`config.mk`:
```
export PLATFORM = sky130hd
export DESIGN_NAME = note_judge
export DESIGN_NICKNAME = d
export VERILOG_FILES = /design/src/rtl/note_judge.sv
export SDC_FILE = /design/constraint.sdc
export NUM_CORES = 1
export LEC_CHECK = 0
export ABC_AREA = 1
export CORE_MARGIN = 4
export CORE_UTILIZATION = 43
export DETAILED_ROUTE_END_ITERATION = 12
export MAX_ROUTING_LAYER = met4
export PLACE_DENSITY = 0.71
export SETUP_SLACK_MARGIN = 0.5
export SYNTH_ARGS = -nofsm -noshare
export SYNTH_HDL_FRONTEND = slang
export SYNTH_SLANG_ARGS = --single-unit
```
`constraint.sdc`:
```
create_clock -name clk -period 2.1 [get_ports clk]
set_input_delay 0.21 -clock clk [delete_from_list [all_inputs] [get_ports clk]]
set_output_delay 0.21 -clock clk [all_outputs]
set_load 0.02 [all_outputs]
```
`src/rtl/note_judge.sv`:
```
// note_judge: judges each note reaching the lane target slot as PERFECT, GOOD
// or MISS, keeps score / combo / max combo and pulses hit, miss and empty events.
// Build option: define JUDGE_DEBOUNCE_EN to add a tick-based button debounce;
// the DEBOUNCE_MS parameter exists only in that build.
module note_judge #(
  parameter int unsigned PERFECT_MS  = 50,
  parameter int unsigned PERFECT_PTS = 10,
  parameter int unsigned GOOD_PTS    = 5
`ifdef JUDGE_DEBOUNCE_EN
  ,
  parameter int unsigned DEBOUNCE_MS = 10
`endif
) (
  input  logic        clk,
  input  logic        rst,
  input  logic        i_tick,
  input  logic        i_step,
  input  logic        i_is_target,
  input  logic        i_btn,
  output logic        o_hit,
  output logic        o_miss,
  output logic        o_empty,
  output logic [1:0]  o_grade,
  output logic [15:0] o_score,
  output logic [7:0]  o_combo,
  output logic [7:0]  o_max_combo
);

  localparam int unsigned SCORE_W = 16;
  localparam int unsigned COMBO_W = 8;
  localparam int unsigned MS_W    = 8;

  localparam logic [1:0] GRADE_PERFECT = 2'b01;
  localparam logic [1:0] GRADE_GOOD    = 2'b10;
  localparam logic [1:0] GRADE_MISS    = 2'b11;

  typedef enum logic [1:0] {
    IDLE   = 2'd0,
    WINDOW = 2'd1,
    JUDGED = 2'd2
  } state_e;

  state_e               state_q, state_d;
  logic                 step_dly_q;
  logic                 btn_s1_q, btn_s2_q, btn_prev_q;
  logic                 btn_lvl_c, press_c, open_c;
  logic [MS_W-1:0]      ms_q, ms_d;
  logic                 hit_q, hit_d, miss_q, miss_d, empty_q, empty_d;
  logic [1:0]           grade_q, grade_d;
  logic [SCORE_W-1:0]   score_q, score_d;
  logic [COMBO_W-1:0]   combo_q, combo_d, max_q, max_d;
  logic                 perfect_c;
  logic [SCORE_W-1:0]   pts_c;
  logic [SCORE_W:0]     score_sum_c;
  logic [COMBO_W-1:0]   combo_inc_c;

  // button synchronizer, edge-detect history and lane step delay
  always_ff @(posedge clk or negedge rst) begin
    if (!rst) begin
      btn_s1_q   <= 1'b0;
      btn_s2_q   <= 1'b0;
      btn_prev_q <= 1'b0;
      step_dly_q <= 1'b0;
    end else begin
      btn_s1_q   <= i_btn;
      btn_s2_q   <= btn_s1_q;
      btn_prev_q <= btn_lvl_c;
      step_dly_q <= i_step;
    end
  end

`ifdef JUDGE_DEBOUNCE_EN
  localparam int unsigned DB_W = (DEBOUNCE_MS > 1) ? $clog2(DEBOUNCE_MS) : 1;
  logic [DB_W-1:0] db_cnt_q;
  logic            btn_db_q;

  // accept the synchronized level only after it holds for DEBOUNCE_MS ticks
  always_ff @(posedge clk or negedge rst) begin
    if (!rst) begin
      db_cnt_q <= '0;
      btn_db_q <= 1'b0;
    end else if (btn_s2_q == btn_db_q) begin
      db_cnt_q <= '0;
    end else if (i_tick) begin
      if (db_cnt_q == DB_W'(DEBOUNCE_MS - 1)) begin
        btn_db_q <= btn_s2_q;
        db_cnt_q <= '0;
      end else begin
        db_cnt_q <= db_cnt_q + DB_W'(1);
      end
    end
  end

  assign btn_lvl_c = btn_db_q;
`else
  assign btn_lvl_c = btn_s2_q;
`endif

  assign press_c = btn_lvl_c & ~btn_prev_q;
  assign open_c  = step_dly_q & i_is_target;

  // state register
  always_ff @(posedge clk or negedge rst) begin
    if (!rst) state_q <= IDLE;
    else      state_q <= state_d;
  end

  // next state: a step closes the current note, a press in WINDOW judges it
  always_comb begin
    state_d = state_q;
    case (state_q)
      IDLE:    if (open_c) state_d = WINDOW;
      WINDOW: begin
        if (step_dly_q)   state_d = i_is_target ? WINDOW : IDLE;
        else if (press_c) state_d = JUDGED;
      end
      JUDGED:  if (step_dly_q) state_d = i_is_target ? WINDOW : IDLE;
      default: state_d = IDLE;
    endcase
  end

  // judgement, scoring and window timer next values
  always_comb begin
    hit_d       = 1'b0;
    miss_d      = 1'b0;
    empty_d     = 1'b0;
    grade_d     = grade_q;
    score_d     = score_q;
    combo_d     = combo_q;
    max_d       = max_q;
    ms_d        = ms_q;
    perfect_c   = 32'(ms_q) < PERFECT_MS;
    pts_c       = perfect_c ? SCORE_W'(PERFECT_PTS) : SCORE_W'(GOOD_PTS);
    score_sum_c = {1'b0, score_q} + {1'b0, pts_c};
    combo_inc_c = (combo_q == '1) ? combo_q : combo_q + COMBO_W'(1);

    // tick in the press cycle lands after the grade, which reads ms_q
    if (state_q == WINDOW && i_tick && ms_q != '1) ms_d = ms_q + MS_W'(1);
    if (open_c) ms_d = '0;

    case (state_q)
      IDLE: begin
        if (press_c) begin
          empty_d = 1'b1;
          combo_d = '0;
        end
      end
      WINDOW: begin
        if (press_c) begin
          hit_d   = 1'b1;
          grade_d = perfect_c ? GRADE_PERFECT : GRADE_GOOD;
          score_d = score_sum_c[SCORE_W] ? '1 : score_sum_c[SCORE_W-1:0];
          combo_d = combo_inc_c;
          if (combo_inc_c > max_q) max_d = combo_inc_c;
        end else if (step_dly_q) begin
          miss_d  = 1'b1;
          grade_d = GRADE_MISS;
          combo_d = '0;
        end
      end
      default: ;
    endcase
  end

  // registered outputs and window timer
  always_ff @(posedge clk or negedge rst) begin
    if (!rst) begin
      hit_q   <= 1'b0;
      miss_q  <= 1'b0;
      empty_q <= 1'b0;
      grade_q <= '0;
      score_q <= '0;
      combo_q <= '0;
      max_q   <= '0;
      ms_q    <= '0;
    end else begin
      hit_q   <= hit_d;
      miss_q  <= miss_d;
      empty_q <= empty_d;
      grade_q <= grade_d;
      score_q <= score_d;
      combo_q <= combo_d;
      max_q   <= max_d;
      ms_q    <= ms_d;
    end
  end

  assign o_hit       = hit_q;
  assign o_miss      = miss_q;
  assign o_empty     = empty_q;
  assign o_grade     = grade_q;
  assign o_score     = score_q;
  assign o_combo     = combo_q;
  assign o_max_combo = max_q;

endmodule

```
==> Flow_metrics.wiki, run 1 <==
{| class="wikitable"
! Metric !! Value
|-
| FP Rows || 30
|-
| Post-layout min period || 2.15 ns
|-
| Unrepaired setup endpoints after global routing || yes
|-
| Worst VDD drop || 803 µV
|-
| Htree depth || 2
|-
| Number of diodes added for antenna fixing || 0
|-
| Synthesis Warnings || 0
|-
| Most common cell after layout, fill and taps aside || nand2_1
|-
| Die area || 8530 µm²
|-
| Number of endpoints with negative hold slack in the final report || 0
|-
| Drc violations || 0
|-
| Max transition margin || 0.618
|-
| Worst Slack Setup Final || -0.0522 ns
|-
| Chip height || 92.3 µm
|-
| Total number of vias || 3105
|-
| Final weighted congestion of routability-driven global placement || 0.849
|-
| Switching fraction of total power || 0.401
|-
| Global route overflow || 0
|-
| Worst path arrival time || 2.34 ns
|-
| Number of failing setup endpoints in the final timing report || 8
|-
| Max clock buf depth || 2
|-
| Number of clock sinks seen by CTS || 51
|-
| Pwr per Cell Area || 693 nW/µm²
|-
| Worst Setup EP || o_max_combo[2]$_DFFE_PN0P_
|-
| Worst hold slack after final layout || 0.329 ns
|-
| Average detailed-routed wire length per instance || 14.7 µm
|-
| Initial Utilization || 0.445
|-
| Share of the cycle needed by the critical path after routing || 1.02
|-
| Proportion of power drawn by combinational gates || 0.418
|-
| Sequential power share || 0.400
|-
| Transition time at the pin with the least slew margin || 0.573 ns
|-
| Crit Path Max Fanout || 8
|-
| Critical setup path kind || reg2reg
|-
| 1st-pass router iterations || 5
|-
| Pin count of the biggest net entering global routing || 25
|-
| Number of unique standard cell types used by synthesis || 35
|-
| Most used cells in the layout excluding fill and tap cells || 85 x nand2_1, 48 x dfrtp_1, 47 x inv_1
|-
| Outcome || finished with violations
|-
| Detailed-route wire length || 8620 µm
|-
| Path depth of the worst reg2reg path || 13
|-
| Number of nets with antenna violations after detailed routing || 0
|-
| Net Count, Synth || 414
|-
| Internal cell power || 1.86 mW
|-
| HPWL Detailed || 5430 µm
|-
| Total design power || 3.10 mW
|-
| Switching power || 1.24 mW
|-
| I/O Pins || 43
|-
| Worst Path Required || 2.29 ns
|-
| Count of maximum capacitance violations || 0
|-
| Critical Path Start || o_combo[2]$_DFFE_PN0P_
|-
| Worst reg2reg endpoint || o_max_combo[2]$_DFFE_PN0P_
|-
| FMAX || 465 MHz
|-
| Number of instances in the placed design || 541
|-
| Initial antenna violation count || 0
|-
| Area of the multi-input gates || 1930 µm²
|-
| Filler Cells Inserted || 536
|-
| Placeable core region || 6870 µm²
|-
| Violations in the final reports || negative setup slack
|-
| Kind of capture point of the worst setup path || register
|-
| Number of port buffers || 42
|-
| Sequential cell area in the final layout || 1280 µm²
|-
| Clock transition at the register clock pins on the worst setup and hold paths after CTS || 0.10 ns
|-
| Clk network pwr share || 0.183
|-
| Final Instance Count excl. Fillers || 585
|-
| Gate count of the mapped netlist || 393
|-
| DR iter-0 viols || 107
|-
| Post-detailed-route via-to-cell ratio || 5.31
|-
| Clk_lat worst skew || 0.31 ns
|-
| Area grow syn2layout || 46.3%
|-
| Final Slew Violations || 0
|-
| Average cell area after synthesis || 7.78 µm²
|-
| Cell area after synthesis || 3060 µm²
|-
| Standby leakage power || 2.35 nW
|-
| Sort of element at the start of the critical path || register
|-
| Launching point of the worst reg2reg path || o_combo[2]$_DFFE_PN0P_
|-
| Max Clock Skew || 0.0133 ns
|-
| Wire length of the first global-routing pass || 14000 µm
|-
| FF-to-FF setup slack || -0.05 ns
|-
| Vias in the first global route || 2974
|-
| Overall track demand over capacity in global routing || 0.204
|-
| Post-layout net count || 509
|-
| Synthesized flop and latch total || 51
|-
| TritonCTS clock tree || done
|-
| Clock buffers created by TritonCTS || 5
|-
| Clk root buf || clkbuf_8
|-
| Share of post-route cells with drive strength above 1 || 0.325
|-
| Die Width || 92.3 µm
|-
| Sequential share of the synthesized area || 0.417
|-
| Kind of path behind the tightest hold check || in2reg
|-
| Final sum of negative setup slack || -0.294 ns
|}
metrics by stage:
stage / util / instance area (µm²) / setup WS [ns]
6_report: 0.651 / 4470 / -0.0522
3_3_place_gp: 0.554 / 3800 / 0.0139
2_1_floorplan: - / 3190 / 0.0385
4_1_cts: 0.611 / 4200 / 0.0187
3_5_place_dp: 0.554 / 3800 / -0.0542
5_1_grt: 0.651 / 4470 / -0.182
power groups by stage:
stage	combinational, mW	clock [mW]	sequential [mW]
floorplan	0.567	0	1.33
global placement	1.00	0	1.24
detailed placement	1.02	0	1.24
CTS	1.17	0.586	1.23
global route	1.41	0.615	1.26
finish	1.30	0.566	1.24
area by class of cell:
class / count / area share
well taps: 96 / 0.0268
flip-flops and latches: 51 / 0.286
inverters: 58 / 0.0492
clock buffers: 6 / 0.0162
repair buffers: 89 / 0.187
clock inverters: 2 / 0.00280
multi-input cells: 283 / 0.432
worst min-delay path by stage:
stage | from | endpoint | slack, ns | cells past startpoint
final | i_step | step_dly_q$_DFF_PN0_ | 0.33 | 1
after CTS | i_step | step_dly_q$_DFF_PN0_ | 0.33 | 1
after detailed placement | rst | btn_prev_q$_DFF_PN0_ | 0.24 | 1
after global routing | i_step | step_dly_q$_DFF_PN0_ | 0.33 | 1
after global placement | rst | btn_lvl_c$_DFF_PN0_ | 0.24 | 1
after floorplan | rst | btn_lvl_c$_DFF_PN0_ | -0.09 | 0
critical path, stage by stage, from the launching register on:
cell and delay [ns]:
dfrtp_1 0.45, nand3_1 0.21, nor2_1 0.14, nand2_1 0.06, nand2_1 0.07, nand2_1 0.07, ha_1 0.34, nand2_1 0.08
a21oi_1 0.20, nor2_2 0.09, nand2_4 0.11, nand2_4 0.08, nand2_1 0.08, nand2_1 0.05
kinds of logic (layout without fill, tap and decap cells):
family	after synthesis	in the layout	synth area share
DFF	51	51	0.417
AOI/OAI and AO/OA	41	41	0.0920
buffers and inverters	63	155	0.0822
xor gates and xnor gates	3	3	0.00859
and+or+nand+nor	220	224	0.336
adders and majority gates	15	15	0.0638
layer usage:
layer | wire (µm) | global-route usage | vias up
met1 | 3700 | 0.268 | 1508
met5 | 0 | - | -
met4 | 116 | 0.0446 | 0
li1 | - | - | 1477
met3 | 414 | 0.0292 | 13
met2 | 4390 | 0.338 | 107
timing repair:
| action | CTS | global route |
|---|---|---|
| resized for setup | 47 | 52 |
| hold endpoints to repair | 22 | 0 |
| buffers inserted | 19 | 12 |
| pin swaps | 27 | 30 |
| setup endpoints to repair | 35 | 49 |
| gates cloned | 4 | 0 |
| hold buffers | 1 | 0 |
state kept, by name, indices dropped and copies added (netlist names):
| signal | cells |
|---|---|
| state_q | 2 |
| o_score | 16 |
| o_empty | 1 |
| btn_prev_q | 1 |
| o_combo | 8 |
| o_grade | 2 |
| o_max_combo | 8 |
| ms_q | 8 |
| o_miss | 1 |
| step_dly_q | 1 |
| o_hit | 1 |
| btn_s1_q | 1 |
| btn_lvl_c | 1 |
synth_stat cells:
cell type	count	area (µm²)
a21oi_1	6	30.0
nand2_2	7	43.8
a21oi_2	1	8.76
nand3_2	2	20.0
buf_6	1	11.3
nand4_1	14	87.6
or2_2	1	6.26
ha_1	14	175
nand4_2	1	12.5
nand2_4	1	11.3
o21ai_2	10	87.6
a211oi_1	1	7.51
fa_1	1	20.0
buf_4	1	7.51
o21ai_0	13	65.1
nand3_1	43	215
or2_1	1	6.26
a21oi_4	2	32.5
nand2_1	104	390
xnor2_1	1	8.76
a21o_1	1	7.51
dfrtp_1	51	1280
nor3_1	3	15.0
buf_2	3	15.0
inv_1	54	203
inv_2	4	15.0
xor2_1	2	17.5
o22ai_1	2	12.5
nor2_1	32	120
nand3b_1	5	37.5
o211ai_1	1	7.51
nor2_4	5	56.3
nor2_2	1	6.26
a22oi_1	1	7.51
o21ai_1	3	15.0
(Power assumes the default switching activity.)
==> run 2: changes to the inputs <==
--- a/config.mk
+++ b/config.mk
@@ -9,6 +9,7 @@
 export CORE_MARGIN = 4
 export CORE_UTILIZATION = 43
 export DETAILED_ROUTE_END_ITERATION = 12
+export GPL_ROUTABILITY_DRIVEN = 1
 export MAX_ROUTING_LAYER = met4
 export PLACE_DENSITY = 0.71
 export SETUP_SLACK_MARGIN = 0.5
==> results of run 2 <==
The final DEF is identical to that of run 1; final timing and power are the same.
==> run 3: changes to the inputs <==
--- a/config.mk
+++ b/config.mk
@@ -6,6 +6,7 @@
 export NUM_CORES = 1
 export LEC_CHECK = 0
 export ABC_AREA = 1
+export CORE_ASPECT_RATIO = 0.6
 export CORE_MARGIN = 4
 export CORE_UTILIZATION = 43
 export DETAILED_ROUTE_END_ITERATION = 12
==> run 3 against run 2 <==
  * The flow still finishes with violations (negative setup slack)
  * Die area is 0.52% higher
  * Via count is 3.7% lower
  * Global-route usage is 1.0 points higher
  * Count of clock-buffer cells in the layout stayed put
  * Sequential power hardly changed
==> Flow_metrics.wiki, run 3 (synthesis gave the netlist of run 1 again) <==
{| class="wikitable"
! Metric !! Value
|-
| Final Slew Violations || 0 (unchanged)
|-
| Post-layout min period || 2.11 ns (-0.0407 ns)
|-
| Standby leakage power || 2.44 nW (+3.7%)
|-
| Most used cells in the layout excluding fill and tap cells || 83 x nand2_1, 48 x inv_1, 48 x dfrtp_1
|-
| Clk_lat worst skew || 0.30 ns (about the same)
|-
| Area of the multi-input gates || 1960 µm² (+1.2%)
|-
| Final Cell Area || 4530 µm² (+1.3%)
|-
| Post-detailed-route via-to-cell ratio || 5.25 (-1.0%)
|-
| Violations in the final reports || negative setup slack
|-
| Clk network pwr share || 0.270 (+0.087)
|-
| Clock transition at the register clock pins on the worst setup and hold paths after CTS || 0.07 ns (-0.03 ns)
|-
| Worst VDD drop || 463 µV (-42%)
|-
| Largest register FFs || 16 (unchanged)
|-
| Count of maximum capacitance violations || 0 (unchanged)
|-
| FP Rows || 23 (-23%)
|-
| Drc violations || 0 (unchanged)
|-
| Sort of element at the start of the critical path || register
|-
| Number of failing setup endpoints in the final timing report || 7 (-1)
|-
| Overall track demand over capacity in global routing || 0.214 (+0.0102)
|-
| Internal cell power || 2.28 mW (+23%)
|-
| Worst Slack Setup Final || -0.0116 ns (+0.0407 ns)
|-
| Initial Utilization || 0.450 (+0.00509)
|-
| Detailed-route wire length || 8690 µm (+0.75%)
|-
| Worst Path Required || 2.29 ns (about the same)
|-
| Switching fraction of total power || 0.365 (-0.0356)
|-
| Final weighted congestion of routability-driven global placement || 0.886 (+4.4%)
|-
| Placeable core region || 6790 µm² (-1.1%)
|-
| Max transition margin || 0.615 (-0.00297)
|-
| Share of the cycle needed by the critical path after routing || 1.01 (-0.0194)
|-
| Kind of capture point of the worst setup path || register
|-
| Sequential cell area in the final layout || 1280 µm² (unchanged)
|-
| Number of diodes added for antenna fixing || 0 (unchanged)
|-
| Die Width || 117 µm (+27%)
|-
| Post-layout net count || 502 (-1.4%)
|-
| Switching power || 1.31 mW (+5.5%)
|-
| Chip height || 73.3 µm (-21%)
|-
| Most common cell after layout, fill and taps aside || nand2_1
|-
| Average detailed-routed wire length per instance || 15.3 µm (+3.6%)
|-
| Area after detailed placement || 3810 µm² (+0.23%)
|-
| Share of post-route cells with drive strength above 1 || 0.334 (+0.00887)
|-
| Area grow syn2layout || 48.2%
|-
| Filler Cells Inserted || 531 (-0.93%)
|-
| Critical setup path kind || reg2reg
|-
| Wire length of the first global-routing pass || 14100 µm (+0.89%)
|-
| Clock buffers created by TritonCTS || 5 (unchanged)
|-
| Kind of path behind the tightest hold check || in2reg
|-
| HPWL Detailed || 5730 µm (+5.6%)
|-
| Pin count of the biggest net entering global routing || 29 (+16%)
|-
| Number of nets with antenna violations after detailed routing || 0 (unchanged)
|-
| Die area || 8570 µm² (+0.52%)
|-
| Vias in the first global route || 2867 (-3.6%)
|-
| Clk root buf || clkbuf_16
|-
| DR iter-0 viols || 209 (+95%)
|-
| Number of clock sinks seen by CTS || 51 (unchanged)
|-
| Htree depth || 2 (unchanged)
|-
| Max clock buf depth || 2 (unchanged)
|-
| Max Clock Skew || 0.00617 ns (-0.00718 ns)
|-
| Crit Path Max Fanout || 8 (unchanged)
|-
| Total number of vias || 2989 (-3.7%)
|-
| Unrepaired setup endpoints after global routing || yes
|-
| Outcome || finished with violations
|-
| I/O Pins || 43 (unchanged)
|-
| Pwr per Cell Area || 792 nW/µm² (+14%)
|-
| Sequential power share || 0.345 (-0.055)
|-
| Global route overflow || 0 (unchanged)
|-
| Number of endpoints with negative hold slack in the final report || 0 (unchanged)
|-
| Proportion of power drawn by combinational gates || 0.384 (-0.034)
|-
| Number of port buffers || 42 (unchanged)
|-
| Transition time at the pin with the least slew margin || 0.578 ns (+0.00446 ns)
|-
| Initial antenna violation count || 0 (unchanged)
|-
| FMAX || 474 MHz (+1.9%)
|-
| Pre-CTS setup slack || -0.0601 ns (-0.00592 ns)
|-
| Worst path arrival time || 2.30 ns (-0.04 ns)
|-
| TritonCTS clock tree || done
|-
| 1st-pass router iterations || 4 (-1)
|}
[run 3: cell types whose count changed in the layout (fill, tap and decap cells not counted), moves of 3 or more]
cell	previous run	this run
buf_6	12	3
dlymetal6s2s_1	9	16
clkbuf_16	0	5
dlygate4sd2_1	11	6
clkbuf_8	5	1
o21ai_1	11	7
nand2_2	21	24
nand3_1	26	23
nand3_2	16	19
nor2_2	7	4
o21ai_2	10	13
[run 3: layout make-up]
type | instances | share of cell area
Timing Repair Buffer | 83 | 0.175
Tap cell | 87 | 0.0240
Sequential cell | 51 | 0.282
Multi-Input combinational cell | 282 | 0.431
Clock buffer | 6 | 0.0306
Clock inverter | 2 | 0.00773
Inverter | 58 | 0.0486
[run 3: worst paths after layout]
kind	startpoint	endpoint	slack, ns	cells past startpoint
min in group asynchronous	rst	btn_s1_q$_DFF_PN0_	0.45	2
worst max register to register	o_combo[1]$_DFFE_PN0P_	o_max_combo[0]$_DFFE_PN0P_	-0.01	13
worst max-delay path	o_combo[1]$_DFFE_PN0P_	o_max_combo[0]$_DFFE_PN0P_	-0.01	13
worst min-delay path	i_step	step_dly_q$_DFF_PN0_	0.35	1
max in group asynchronous	rst	o_score[11]$_DFFE_PN0P_	1.10	3
worst min register to register	btn_s1_q$_DFF_PN0_	btn_lvl_c$_DFF_PN0_	0.37	0
[run 3: critical path, cell delays in order, from the launching register on]
cell and delay [ns]:
dfrtp_2 0.40, ha_4 0.15, nand2_4 0.06, nor2_4 0.18
xor2_1 0.20, nand2_1 0.11, ha_1 0.30, nand2_2 0.06
nor2_4 0.14, nand2_4 0.08, nand2_4 0.11, nand2_4 0.09
nand2_2 0.07, nand2_1 0.05
[run 3: per-layer routing]
| metal | track usage | share of wire | vias up |
|---|---|---|---|
| met5 | - | 0 | - |
| met1 | 0.317 | 0.50 | 1429 |
| met3 | 0.0453 | 0.048 | 10 |
| met4 | 0.0407 | 0.0078 | 0 |
| met2 | 0.306 | 0.45 | 92 |
| li1 | - | - | 1458 |
[run 3: through the flow]
step                      power, mW  TNS [ns]  utilization  instances  hold slack, ns
final                          3.59   -0.0476        0.667        569           0.351
after global routing           3.79    -0.766        0.667        569           0.363
after CTS                      3.44         0        0.630        556           0.348
after detailed placement       2.29    -0.442        0.561        533           0.239
after global placement         2.25         0        0.561        533           0.243
after floorplan                1.90         0            -        393         -0.0856
[run 3: timing repair]
action,in CTS,in global routing
hold endpoints to repair,23,0
setup endpoints to repair,32,54
setup buffers,11,13
hold buffers,1,0
resized for setup,48,52
pin swaps,25,34
gates cloned,3,0
[run 3: power groups by stage]
stage	clock network (mW)	registers (mW)	logic [mW]
global route	1.03	1.26	1.50
finish	0.971	1.24	1.38
global placement	0	1.24	1.01
floorplan	0	1.33	0.567
detailed placement	0	1.25	1.04
CTS	0.981	1.24	1.22
